<file path="src/rtl/fc_output_drain_if.sv">
// Output-feature-map stream: one post-processed neuron per handshake,
// tagged with its global index and an end-of-layer marker.
interface fc_output_drain_if #(
    parameter int OUT_W = 16
) ();
    logic             ofm_valid;
    logic             ofm_ready;
    logic [OUT_W-1:0] ofm_data;
    logic [15:0]      ofm_index;
    logic             ofm_last;

    modport master (
        output ofm_valid,
        output ofm_data,
        output ofm_index,
        output ofm_last,
        input  ofm_ready
    );

    modport slave (
        input  ofm_valid,
        input  ofm_data,
        input  ofm_index,
        input  ofm_last,
        output ofm_ready
    );
endinterface

</file>
<file path="src/rtl/fc_output_drain.sv">
// Captures finished FC tiles into a ping-pong buffer, rescales/ReLUs/saturates
// each lane and serializes the tile onto the OFM stream with global indices.
module fc_output_drain #(
    parameter int TILING_SIZE = 8,
    parameter int KERNEL_SIZE = 4096,
    parameter int PSUM_W      = 32,
    parameter int OUT_W       = 16,
    parameter int FRAC_SHIFT  = 8,
    parameter int RELU_EN     = 1
) (
    input  logic                          clk1,
    input  logic                          rst_n,
    input  logic                          set_output,
    input  logic [15:0]                   counter_tiling,
    input  logic [TILING_SIZE*PSUM_W-1:0] psum_in,
    fc_output_drain_if.master             ofm,
    output logic                          tile_full,
    output logic                          overflow_err,
    output logic                          done
);
    localparam int LANE_W = (TILING_SIZE > 1) ? $clog2(TILING_SIZE) : 1;
    localparam logic [15:0] LAST_IDX = 16'(KERNEL_SIZE - 1);
    localparam logic [LANE_W-1:0] LAST_LANE = LANE_W'(TILING_SIZE - 1);
    localparam logic signed [PSUM_W-1:0] SAT_MAX =
        {{(PSUM_W-OUT_W+1){1'b0}}, {(OUT_W-1){1'b1}}};
    localparam logic signed [PSUM_W-1:0] SAT_MIN =
        {{(PSUM_W-OUT_W+1){1'b1}}, {(OUT_W-1){1'b0}}};

    typedef enum logic [1:0] {IDLE, DRAIN, DONE} state_t;

    state_t                          state_reg;
    logic [TILING_SIZE*PSUM_W-1:0]   buf_psum [2];
    logic [15:0]                     buf_tile [2];
    logic                            wr_ptr_reg;
    logic                            rd_ptr_reg;
    logic [1:0]                      occ_reg;
    logic [LANE_W-1:0]               lane_cnt_reg;
    logic                            valid_reg;
    logic [OUT_W-1:0]                data_reg;
    logic [15:0]                     index_reg;
    logic                            last_reg;
    logic                            overflow_reg;
    logic                            done_reg;

    function automatic logic [OUT_W-1:0] post_proc(input logic signed [PSUM_W-1:0] p);
        logic signed [PSUM_W-1:0] t;
        t = p >>> FRAC_SHIFT;
        if (RELU_EN != 0 && t[PSUM_W-1]) t = '0;
        if (t > SAT_MAX)      t = SAT_MAX;
        else if (t < SAT_MIN) t = SAT_MIN;
        return t[OUT_W-1:0];
    endfunction

    function automatic logic [15:0] neuron_idx(input logic [15:0] tile, input logic [LANE_W-1:0] lane);
        return tile * 16'(TILING_SIZE) + 16'(lane);
    endfunction

    // Lanes of the entry currently being drained, already post-processed.
    logic [TILING_SIZE*PSUM_W-1:0] cur_vec;
    logic [OUT_W-1:0]              pp_cur [TILING_SIZE];
    assign cur_vec = buf_psum[rd_ptr_reg];

    genvar gi;
    generate
        for (gi = 0; gi < TILING_SIZE; gi++) begin : g_lane
            assign pp_cur[gi] = post_proc(cur_vec[gi*PSUM_W +: PSUM_W]);
        end
    endgenerate

    // Next tile after a release: the other entry if already held, otherwise
    // the tile being captured this very cycle (bypass keeps the stream gapless).
    logic [TILING_SIZE*PSUM_W-1:0] nxt_vec;
    logic [15:0]                   nxt_tile;
    logic [OUT_W-1:0]              pp_nxt0;
    assign nxt_vec  = (occ_reg == 2'd2) ? buf_psum[~rd_ptr_reg] : psum_in;
    assign nxt_tile = (occ_reg == 2'd2) ? buf_tile[~rd_ptr_reg] : counter_tiling - 16'd1;
    assign pp_nxt0  = post_proc(nxt_vec[PSUM_W-1:0]);

    logic              capture_req, capture, overflow_evt, handshake, release_ent;
    logic [1:0]        occ_after_rel, occ_next;
    logic [LANE_W-1:0] lane_inc;
    logic [15:0]       cur_idx_inc, nxt_idx0, cur_idx0;

    always_comb begin
        capture_req   = set_output && (counter_tiling != 16'd0) && (state_reg != DONE);
        handshake     = valid_reg && ofm.ofm_ready;
        release_ent   = handshake && (state_reg == DRAIN) && (lane_cnt_reg == LAST_LANE);
        // Release is accounted before the capture decision, so a full buffer
        // draining its last lane can still take a new tile.
        occ_after_rel = occ_reg - {1'b0, release_ent};
        capture       = capture_req && (occ_after_rel != 2'd2);
        overflow_evt  = capture_req && !capture;
        occ_next      = occ_after_rel + {1'b0, capture};
        lane_inc      = lane_cnt_reg + LANE_W'(1);
        cur_idx0      = neuron_idx(buf_tile[rd_ptr_reg], '0);
        cur_idx_inc   = neuron_idx(buf_tile[rd_ptr_reg], lane_inc);
        nxt_idx0      = neuron_idx(nxt_tile, '0);
    end

    always_ff @(posedge clk1) begin
        if (rst_n) begin
            state_reg    <= IDLE;
            wr_ptr_reg   <= 1'b0;
            rd_ptr_reg   <= 1'b0;
            occ_reg      <= 2'd0;
            lane_cnt_reg <= '0;
            valid_reg    <= 1'b0;
            data_reg     <= '0;
            index_reg    <= '0;
            last_reg     <= 1'b0;
            overflow_reg <= 1'b0;
            done_reg     <= 1'b0;
        end else begin
            if (capture) begin
                buf_psum[wr_ptr_reg] <= psum_in;
                buf_tile[wr_ptr_reg] <= counter_tiling - 16'd1;
                wr_ptr_reg           <= ~wr_ptr_reg;
            end
            occ_reg <= occ_next;
            if (overflow_evt) overflow_reg <= 1'b1;

            case (state_reg)
                IDLE: begin
                    lane_cnt_reg <= '0;
                    if (occ_reg != 2'd0) begin
                        valid_reg <= 1'b1;
                        data_reg  <= pp_cur[0];
                        index_reg <= cur_idx0;
                        last_reg  <= (cur_idx0 == LAST_IDX);
                        state_reg <= DRAIN;
                    end
                end
                DRAIN: begin
                    if (handshake) begin
                        if (lane_cnt_reg == LAST_LANE) begin
                            rd_ptr_reg   <= ~rd_ptr_reg;
                            lane_cnt_reg <= '0;
                            if (last_reg) begin
                                valid_reg <= 1'b0;
                                done_reg  <= 1'b1;
                                state_reg <= DONE;
                            end else if (occ_reg == 2'd2 || capture) begin
                                data_reg  <= pp_nxt0;
                                index_reg <= nxt_idx0;
                                last_reg  <= (nxt_idx0 == LAST_IDX);
                            end else begin
                                valid_reg <= 1'b0;
                                state_reg <= IDLE;
                            end
                        end else begin
                            lane_cnt_reg <= lane_inc;
                            data_reg     <= pp_cur[lane_inc];
                            index_reg    <= cur_idx_inc;
                            last_reg     <= (cur_idx_inc == LAST_IDX);
                        end
                    end
                end
                default: begin
                    valid_reg <= 1'b0;
                end
            endcase
        end
    end

    assign ofm.ofm_valid = valid_reg;
    assign ofm.ofm_data  = data_reg;
    assign ofm.ofm_index = index_reg;
    assign ofm.ofm_last  = last_reg;
    assign tile_full     = (occ_reg == 2'd2);
    assign overflow_err  = overflow_reg;
    assign done          = done_reg;
endmodule

</file>
<file path="src/flat_wrapper.sv">
// flat-port wrapper written by rule: the top's interface ports become plain ports
module fc_output_drain_flat 
#(
    parameter int TILING_SIZE = 8,
    parameter int KERNEL_SIZE = 4096,
    parameter int PSUM_W      = 32,
    parameter int OUT_W       = 16,
    parameter int FRAC_SHIFT  = 8,
    parameter int RELU_EN     = 1
)
  (clk1, rst_n, set_output, counter_tiling, psum_in, tile_full, overflow_err, done, ofm_ofm_valid, ofm_ofm_data, ofm_ofm_index, ofm_ofm_last, ofm_ofm_ready);
  fc_output_drain_if #(.OUT_W(OUT_W)) ofm_i ();
  input  logic clk1;
  input  logic rst_n;
  input  logic set_output;
  input  logic [15:0] counter_tiling;
  input  logic [TILING_SIZE*PSUM_W-1:0] psum_in;
  output logic tile_full;
  output logic overflow_err;
  output logic done;
  output wire logic [$bits(ofm_i.ofm_valid)-1:0] ofm_ofm_valid;
  output wire logic [$bits(ofm_i.ofm_data)-1:0] ofm_ofm_data;
  output wire logic [$bits(ofm_i.ofm_index)-1:0] ofm_ofm_index;
  output wire logic [$bits(ofm_i.ofm_last)-1:0] ofm_ofm_last;
  input wire logic [$bits(ofm_i.ofm_ready)-1:0] ofm_ofm_ready;
  assign ofm_ofm_valid = ofm_i.ofm_valid;
  assign ofm_ofm_data = ofm_i.ofm_data;
  assign ofm_ofm_index = ofm_i.ofm_index;
  assign ofm_ofm_last = ofm_i.ofm_last;
  assign ofm_i.ofm_ready = ofm_ofm_ready;
  fc_output_drain #(.TILING_SIZE(TILING_SIZE), .KERNEL_SIZE(KERNEL_SIZE), .PSUM_W(PSUM_W), .OUT_W(OUT_W), .FRAC_SHIFT(FRAC_SHIFT), .RELU_EN(RELU_EN)) u_core (.clk1(clk1), .rst_n(rst_n), .set_output(set_output), .counter_tiling(counter_tiling), .psum_in(psum_in), .ofm(ofm_i), .tile_full(tile_full), .overflow_err(overflow_err), .done(done));
endmodule
</file>
<file path="config.mk">
export PLATFORM = sky130hd
export DESIGN_NAME = fc_output_drain_flat
export DESIGN_NICKNAME = d
export VERILOG_FILES = /design/src/rtl/fc_output_drain_if.sv /design/src/rtl/fc_output_drain.sv /design/src/flat_wrapper.sv
export SDC_FILE = /design/constraint.sdc
export NUM_CORES = 1
export LEC_CHECK = 0
export ABC_CLOCK_PERIOD_IN_PS = 18800
export BUFFER_PORTS_ARGS = -buffer_cell sky130_fd_sc_hd__buf_2
export CAP_MARGIN = 5
export CELL_PAD_IN_SITES_DETAIL_PLACEMENT = 2
export CELL_PAD_IN_SITES_GLOBAL_PLACEMENT = 2
export CORE_UTILIZATION = 36
export CTS_CLUSTER_SIZE = 24
export DETAILED_ROUTE_END_ITERATION = 10
export PLACE_DENSITY_LB_ADDON = 0.1
export SETUP_SLACK_MARGIN = 0.05
export SLEW_MARGIN = 20
export SYNTH_ARGS = -nofsm -noshare
export SYNTH_HDL_FRONTEND = slang
export SYNTH_SLANG_ARGS = --single-unit
</file>
<file path="constraint.sdc">
create_clock -name clk1 -period 18.8 [get_ports clk1]
set_clock_uncertainty 0.1 [all_clocks]
set_input_delay 0.94 -clock clk1 [delete_from_list [all_inputs] [get_ports clk1]]
set_output_delay 0.94 -clock clk1 [all_outputs]
set_load 0.005 [all_outputs]
</file>
After elaboration in Yosys (flattened, before gate mapping). Memory sizes are Yosys's and may differ from the RTL's. A register that Yosys moved wholly into a read port is not among the register bits. Index checks and enable logic that the tools add are counted.

Register bits after elaboration: 45. RAM bits: 544. Input bits: 276. Memories: 2.

Memories: u_core.buf_psum (depth 2, bits a word 256, read ports 2, clocked after Yosys merged registers in 1, write ports 1, RTL line fc_output_drain.sv:32) `logic [TILING_SIZE*PSUM_W-1:0] buf_psum [2];`; u_core.buf_tile (depth 2, bits a word 16, read ports 2, clocked after Yosys merged registers in 1, write ports 1, RTL line fc_output_drain.sv:33) `logic [15:0] buf_tile [2];`.

$add $sub $neg: 5. $lt $le $gt $ge: 19. Equality and inequality tests: 12. Multiplexer cells: 71. Bitwise operators: 3. Reductions and logical operators: 20.

Operators with widths (number): $mux W16 (30); $lt A24 B16 Y1 const B (9); $gt A23 B15 Y1 const B (9); $mux W23 (9); $pmux W16 S2 (2); $bmux W16 S3 (1); $mux W32 (1); $add A16 B3 Y16 (1); $eq A16 B12 Y1 const B (1); $mux W1 (16); $reduce_bool A16 Y1 (1); $sub A16 B1 Y16 const B (1); $mux W13 (1); $mux W2 (5); $reduce_and A5 Y1 (2); $reduce_and A4 Y1 (2); $logic_and A1 B1 Y1 (7); $mux W3 (2); $ne A2 B2 Y1 const B (3); $ne A3 B3 Y1 const B (2); $pmux W3 S2 (1); $reduce_and A3 Y1 (2); $ge A4 B4 Y1 const B (1); $ne A2 B1 Y1 const B (2); other kinds (16) (19).

Depth between registers and ports, before layout. Gate-level depths: netlist (run 1).

Depth after elaboration: 12. Mapped depth: 13.

Worst setup path after synthesis (run 1). Ideal clock, no wire load.

Kind: in2reg. From: in ofm_ofm_ready. To: mem u_core.buf_psum[1][104] (netlist name), enable pin. Library setup time: 1.064 ns. Data arrival time: 16.759 ns. Data required time: 17.636 ns. Setup slack: 0.878 ns. Stages on the path: 6. Buffers on the path: 0. Cell sequence: nand2_1 -> nor2_1 -> ha_1 -> nand2_1 -> o211ai_4 -> nor3b_1.

Longest elaborated chain between the ends: 9.

Ends and longest elaborated chain: from (decl) (RTL line flat_wrapper.sv:25) `input wire logic [$bits(ofm_i.ofm_ready)-1:0] ofm_ofm_ready;`; $logic_and A1 B1 Y1 (RTL line fc_output_drain.sv:86) `handshake = valid_reg && ofm.ofm_ready;`; $logic_and A1 B1 Y1 (2 in a row) (RTL line fc_output_drain.sv:87) `release_ent = handshake && (state_reg == DRAIN) && (lane_cnt_reg == LAST_LANE);`; $sub A2 B1 Y2 (RTL line fc_output_drain.sv:90) `occ_after_rel = occ_reg - {1'b0, release_ent};`; $ne A2 B2 Y1 (RTL line fc_output_drain.sv:91) `capture = capture_req && (occ_after_rel != 2'd2);`; $logic_and A1 B1 Y1 (RTL line fc_output_drain.sv:91); $mux W1 (RTL line fc_output_drain.sv:114) `if (capture) begin`; $mux W1 (RTL line fc_output_drain.sv:101) `if (rst_n) begin`; $mux W1 (not written as such) (RTL line fc_output_drain.sv:115) `buf_psum[wr_ptr_reg] <= psum_in;`; to (decl) (RTL line fc_output_drain.sv:32).

No other way between the ends.

Worst setup path after layout (run 1).
From: reg u_core.lane_cnt_reg[0]. To: mem u_core.buf_psum[1][149] (netlist name), enable pin.

Longest elaborated chain between the ends: 8.

Ends and longest elaborated chain: from (decl) (RTL line fc_output_drain.sv:37) `logic [LANE_W-1:0] lane_cnt_reg;`; from (signal assigned) (RTL line fc_output_drain.sv:151) `lane_cnt_reg <= lane_inc;`; $eq A3 B3 Y1 (RTL line fc_output_drain.sv:87); $logic_and A1 B1 Y1 (RTL line fc_output_drain.sv:87); $sub A2 B1 Y2 (RTL line fc_output_drain.sv:90); $ne A2 B2 Y1 (RTL line fc_output_drain.sv:91); $logic_and A1 B1 Y1 (RTL line fc_output_drain.sv:91); $mux W1 (RTL line fc_output_drain.sv:114); $mux W1 (RTL line fc_output_drain.sv:101); $mux W1 (not written as such) (RTL line fc_output_drain.sv:115).

No other way between the ends.

==> impl_metrics.py, run 1 <==
metrics = {
    "critical_path": {
        "required_ns": 18.91,
        "crit_path_end_kind": "register",
        "cp-start-kind": "register",
        "critPathSlowestCell": "buf_4",
        "crit_family": "buffers and inverters",
        "cp.buffers_inverters": 2,
        "crit_chain": "ha_1, ha_1, nand2_2, nor2_1, ha_1, nand2_1, o211ai_4, nor3b_2, buf_4, buf_4",
        "max_stage_delay_ns": 0.84,
        "worstPathMaxFanout": 68,
        "critical_path_class": "reg -> reg",
        "cp_common_cell": "ha_1",
        "critPathArrivalTime_ns": 5.17,
    },
    "routing": {
        "drtIter0Drc": 555,
        "firstDrtPassIters": 5,
        "detail_route.wl_per_cell_um": 24.59,
        "drc": 0,
        "via_count": 11180,
        "wl_um": 51680,
        "vias_per_cell": 5.318,
        "drtAntennaViolNets": 0,
    },
    "die": {
        "core_sq_um": 49250,
        "ios": 313,
        "die_width_um": 226.0,
        "fp-row-count": 81,
        "initial_core_util_pct": 36.68,
        "die_h_um": 226.0,
        "die_area_sq_um": 51080,
    },
    "sta": {
        "setup_ws_ns": 13.74,
        "hold_ws_ns": 0.3505,
        "tns_ns": 0,
        "rsz0062_at_grt": "no",
        "fmax_ghz": 0.1977,
        "fin_crit_sh_pct": 26.91,
        "hold_viol_final": 0,
        "period_minus_slack_ns": 5.059,
        "worst_slew_pin_slew_ns": 1.073,
        "slew_headroom_pct": 28.26,
        "maxSlewViolCount": 0,
        "finalSetupViolations": 0,
    },
    "global_routing": {
        "grt_pass1_vias": 12360,
        "grt_max_degree": 77,
        "antenna_found_initial": 14,
        "track_usage_pct": 20.67,
        "grt_first_pass_wirelength_um": 77550,
        "overflow": 0,
    },
    "clocking": {
        "cts_hold_buf": 0,
        "cts_buffers": 51,
        "cts_max_path_buffers": 3,
        "path_clk_slew_ns": 0.06,
        "cts_sinks": 456,
        "ctsResizeCount": 0,
        "htreeDepth": 2,
        "worst_skew_pair.late_latency_ns": 0.60,
        "clockRootBuffer": "clkbuf_16",
        "post_cts_buffers": 0,
        "tritoncts": "done",
    },
    "pwr": {
        "pwr_density_cell_nw_per_um2": 106.6,
        "p_leak_nw": 7.342,
        "p_total_mw": 2.303,
        "peakVddDrop_mv": 0.08850,
    },
    "cells_and_area": {
        "largest_reg_flops": 384,
        "drive_gt1_share_pct": 29.05,
        "regMostFlops": "u_core.buf_psum",
        "top_regs": "u_core.buf_psum x384, u_core.buf_tile x26",
        "syn_to_final_growth_pct": 19.58,
        "fillerInstances": 4820,
        "stdcell_count": 2102,
        "layout.nets": 1678,
    },
    "run_status": {
        "status": "finished clean",
    },
    "yosys": {
        "synth_cell_types": 76,
        "synth_edf_count": 410,
        "avgSynthCellArea_sq_um": 15.92,
        "synth_seq_area_share_pct": 73.25,
        "synth_fp_nets": 1417,
        "ys.flop_type": "edfxtp_1",
        "async_reset_ff_share_pct": 0,
        "synth_area_sq_um": 18060,
        "yosys_warnings": 0,
        "synth_cells": 1135,
        "ys_ff_latch": 456,
    },
    "placement": {
        "pre_cts_slack_ns": 13.71,
        "placed_cells": 2007,
        "place.gp.congestion": 0.7439,
        "place_hpwl_um": 35550,
        "io_buffer_count": 248,
    },
    "hold_path": {
        "hold_path.class": "reg -> reg",
    },
    "run": {
        "max_cap_violations": 0,
    },
}
==> stage by stage <==
stage	area [sq um]	util, %
2_1_floorplan	18060	-
3_3_place_gp	19960	40.53
3_5_place_dp	19960	40.53
4_1_cts	21590	43.83
5_1_grt	21590	43.84
6_report	21600	43.86
==> per-layer routing <==
layer  routed length [um]  track usage, %  vias to the layer above
li1                     -               -                     5141
met1                22370           26.85                     5698
met2                25810           35.26                      253
met3                 2470           4.046                       72
met4                  929           5.362                       14
met5                  101               0                        -
==> placed cells by master (no fill, tap or decap), types with 5 or more instances in the layout <==
cell type,n
edfxtp_1,410
buf_2,248
nor2_1,114
o221ai_1,80
a21oi_1,52
clkbuf_16,52
dfxtp_1,44
mux2i_1,38
nand2_1,32
nand3_1,23
nor4_1,22
buf_4,22
mux2_2,21
nor3_1,18
o31ai_1,16
o22ai_1,16
o21ai_0,13
clkinv_2,12
a311oi_1,10
inv_1,9
o21ai_1,9
o221ai_2,9
xor2_1,8
a311oi_2,8
clkinv_1,8
nor4_4,7
o211ai_1,7
nor4bb_1,7
diode_2,6
xnor2_1,6
nand4_1,6
ha_1,6
clkbuf_1,6
a211oi_1,5
nor2b_1,5
and4bb_1,5
==> power by group <==
part | switching (mW) | internal, mW | total, mW
clock network | 0.399 | 0.573 | 0.971
registers | 0.0190 | 1.16 | 1.18
logic | 0.0985 | 0.0521 | 0.151
==> Yosys cell counts, drive strengths merged, types with 16 or more instances <==
library cell	n	share of area, %
o22ai	16	0.55
nand2	34	0.73
nor4	29	1.6
edfxtp	410	68
o31ai	16	0.66
dfxtp	46	5.1
clkbuf	19	0.42
mux2	21	1.3
nand3	25	0.75
nor2	115	2.4
a311oi	18	1.1
o221ai	89	4.6
o21ai	23	0.64
buf	43	1.6
mux2i	38	2.1
nor3	19	0.53
a21oi	52	1.4
==> layout make-up <==
| class | count | area [sq um] | area share [%] |
|---|---|---|---|
| Tap cell | 664 | 830.8 | 3.846 |
| Inverter | 10 | 37.54 | 0.1738 |
| Timing Repair Buffer | 270 | 1406 | 6.510 |
| Multi-Input combinational cell | 607 | 4452 | 20.61 |
| Clock buffer | 62 | 1379 | 6.383 |
| Clock inverter | 27 | 244.0 | 1.129 |
| Sequential cell | 456 | 13240 | 61.28 |
| Antenna cell | 6 | 15.01 | 0.06950 |
==> final timing paths <==
check / startpoint / endpoint / slack, ns / cells after the start
max: u_core.lane_cnt_reg[0]$_SDFFE_PP0P_ / u_core.buf_psum[1][149]$_DFFE_PP_ / 13.74 / 10
min: u_core.ofm.ofm_index[6]$_SDFFE_PP0P_ / u_core.ofm.ofm_index[6]$_SDFFE_PP0P_ / 0.35 / 2
max reg2reg: u_core.lane_cnt_reg[0]$_SDFFE_PP0P_ / u_core.buf_psum[1][149]$_DFFE_PP_ / 13.74 / 10
min reg2reg: u_core.ofm.ofm_index[6]$_SDFFE_PP0P_ / u_core.ofm.ofm_index[6]$_SDFFE_PP0P_ / 0.35 / 2
==> tightest hold or removal path, delay by kind of cell (launching register included) <==
family | cells | cell delay [ns]
flops | 1 | 0.31
simple gates | 1 | 0.05
compound gates | 1 | 0.05
==> kinds of logic after synthesis <==
family	after synthesis	share of synthesized area (%)
compound gates	252	11.19
xor+xnor	14	0.6788
fa+ha+maj	6	0.4156
buf+inv	72	2.182
flops	456	73.25
mux	59	3.415
simple gates	276	8.866
Note: power is estimated with default switching activity, not from simulation.
==> run 2, diff against run 1 <==
--- a/config.mk
+++ b/config.mk
@@ -5,12 +5,12 @@
 export SDC_FILE = /design/constraint.sdc
 export NUM_CORES = 1
 export LEC_CHECK = 0
-export ABC_CLOCK_PERIOD_IN_PS = 18800
+export ABC_CLOCK_PERIOD_IN_PS = 5250
 export BUFFER_PORTS_ARGS = -buffer_cell sky130_fd_sc_hd__buf_2
 export CAP_MARGIN = 5
 export CELL_PAD_IN_SITES_DETAIL_PLACEMENT = 2
 export CELL_PAD_IN_SITES_GLOBAL_PLACEMENT = 2
-export CORE_UTILIZATION = 36
+export CORE_UTILIZATION = 40
 export CTS_CLUSTER_SIZE = 24
 export DETAILED_ROUTE_END_ITERATION = 10
 export PLACE_DENSITY_LB_ADDON = 0.1
==> constraint.sdc (replaced) <==
create_clock -name clk1 -period 5.25 [get_ports clk1]
set_clock_uncertainty 0.1 [all_clocks]
set_input_delay 0.2625 -clock clk1 [delete_from_list [all_inputs] [get_ports clk1]]
set_output_delay 0.2625 -clock clk1 [all_outputs]
set_load 0.005 [all_outputs]
==> run 2 against run 1 <==
- via count rose by 9.4%
- maximum frequency increased by 23%
- largest power group unchanged
- register-to-register slack lost 13 ns
==> impl_metrics.py, run 2 (synthesis results as in run 1) <==
metrics = {
    "run_status": {
        "status": "finished clean",
    },
    "critical_path": {
        "crit_path_end_kind": "register",
        "critPathArrivalTime_ns": 4.48,
        "timing.rr.start": "u_core.lane_cnt_reg[0]$_SDFFE_PP0P_",
        "cp-start-kind": "register",
        "regToRegSetupSlack_ns": 1.15,
        "r2r-end": "u_core.ofm.ofm_data[6]$_SDFFE_PP0P_",
        "worstPathMaxFanout": 15,
        "required_ns": 5.63,
        "startpoint": "u_core.lane_cnt_reg[0]$_SDFFE_PP0P_",
        "critical_path_class": "reg -> reg",
        "r2r_cells": 8,
    },
    "clocking": {
        "clockRootBuffer": "clkbuf_16",
        "cts_sinks": 456,
        "worst_skew_pair.late_latency_ns": 0.59,
        "path_clk_slew_ns": 0.06,
        "post_cts_buffers": 0,
        "cts_buffers": 49,
        "htreeDepth": 2,
        "cts_max_path_buffers": 3,
        "ctsResizeCount": 0,
        "tritoncts": "done",
        "cts_hold_buf": 202,
    },
    "cells_and_area": {
        "layout.nets": 1876,
        "top_regs": "u_core.buf_psum x384, u_core.buf_tile x26",
        "regMostFlops": "u_core.buf_psum",
        "stdcell_count": 2230,
        "syn_to_final_growth_pct": 30.20,
        "fillerInstances": 4055,
        "layout_common_cells": "edfxtp_1, buf_2, dlygate4sd3_1",
        "mostFrequentLayoutCell": "edfxtp_1",
        "drive_gt1_share_pct": 24.82,
        "final_area_sq_um": 23520,
        "largest_reg_flops": 384,
        "post-route-util_pct": 52.96,
    },
    "routing": {
        "detail_route.wl_per_cell_um": 26.73,
        "drtIter0Drc": 665,
        "wl_um": 59610,
        "drtAntennaViolNets": 0,
        "firstDrtPassIters": 5,
        "drc": 0,
        "via_count": 12230,
        "vias_per_cell": 5.483,
    },
    "placement": {
        "place_hpwl_um": 35030,
        "pre_cts_slack_ns": 1.459,
        "io_buffer_count": 248,
        "placed_cells": 1933,
        "place.gp.congestion": 0.7761,
        "placed_area_sq_um": 20010,
    },
    "sta": {
        "hold_viol_final": 0,
        "slew_headroom_pct": 22.41,
        "period_minus_slack_ns": 4.101,
        "tns_ns": 0,
        "hold_ws_ns": 0.05043,
        "maxSlewViolCount": 0,
        "finalSetupViolations": 0,
        "worst_slew_pin_slew_ns": 1.155,
        "fin_crit_sh_pct": 78.11,
        "setup_ws_ns": 1.149,
        "rsz0062_at_grt": "no",
        "fmax_ghz": 0.2439,
    },
    "global_routing": {
        "grt_first_pass_wirelength_um": 89690,
        "antenna_found_initial": 7,
        "track_usage_pct": 26.04,
        "grt_pass1_vias": 14060,
        "grt_max_degree": 125,
        "overflow": 0,
    },
    "pwr": {
        "p_leak_nw": 8.101,
        "peakVddDrop_mv": 0.2601,
        "p_total_mw": 8.238,
        "pwr_density_cell_nw_per_um2": 350.2,
    },
    "hold_path": {
        "holdPathEnd": "u_core.buf_tile[1][12]$_DFFE_PP_",
        "hold_path_depth": 2,
        "hp-start": "counter_tiling[12]",
        "hold_path.class": "in -> reg",
    },
    "die": {
        "fp-row-count": 77,
        "initial_core_util_pct": 40.67,
        "die_width_um": 214.5,
        "die_area_sq_um": 46020,
        "core_sq_um": 44410,
        "die_h_um": 214.5,
        "ios": 313,
    },
    "run": {
        "max_cap_violations": 0,
    },
}
## run 2: cell count changes in the layout (fill, tap and decap cells not counted), sizes merged
| cell | before | now |
|---|---|---|
| bufinv | 4 | 1 |
| inv | 11 | 12 |
| clkinv | 22 | 20 |
| clkbuf | 62 | 66 |
| dlygate4sd3 | 0 | 202 |
| buf | 270 | 268 |
## run 2: worst max path at each step
stage | to | cells after the start | slack (ns)
after CTS | u_core.ofm.ofm_data[4]$_SDFFE_PP0P_ | 8 | 1.36
after detailed placement | u_core.ofm.ofm_data[4]$_SDFFE_PP0P_ | 8 | 1.46
final | u_core.ofm.ofm_data[6]$_SDFFE_PP0P_ | 8 | 1.15
after global routing | u_core.ofm.ofm_data[5]$_SDFFE_PP0P_ | 8 | 1.08
after global placement | u_core.ofm.ofm_data[4]$_SDFFE_PP0P_ | 8 | 1.51
after floorplan | u_core.buf_psum[1][104]$_DFFE_PP_ | 10 | -2.03
## run 2: where the power goes
part / leakage, nW / switching (mW) / internal [mW]
combinational: 3.24 / 0.396 / 0.294
sequential: 4.14 / 0.0798 / 4.16
clock: 0.720 / 1.46 / 1.85
total: 8.10 / 1.94 / 6.30
## run 2: final cells by class
class / count / area (sq um) / share of cell area (%)
Antenna cell: 6 / 15.01 / 0.06383
Sequential cell: 456 / 13240 / 56.29
Inverter: 10 / 37.54 / 0.1596
Clock buffer: 66 / 1353 / 5.750
Multi-Input combinational cell: 607 / 4546 / 19.33
Timing Repair Buffer: 470 / 3463 / 14.72
Clock inverter: 23 / 126.4 / 0.5373
Tap cell: 592 / 740.7 / 3.149
## run 2: critical path, cell delays in order, from the launching register on
cell and delay (ns):
dfxtp_2 0.53, inv_1 0.23, ha_1 0.71, inv_1 0.27, nor4_4 1.03, o221ai_1 0.38
nand3_1 0.30, nor4bb_1 0.12, a311oi_1 0.30
## run 2: metal layers
metal | track usage, % | share of wire, % | up-vias
li1 | - | - | 5533
met1 | 32.36 | 42 | 6263
met2 | 46.41 | 52 | 331
met3 | 4.397 | 4.3 | 95
met4 | 7.619 | 2.3 | 6
met5 | 0 | 0.069 | -
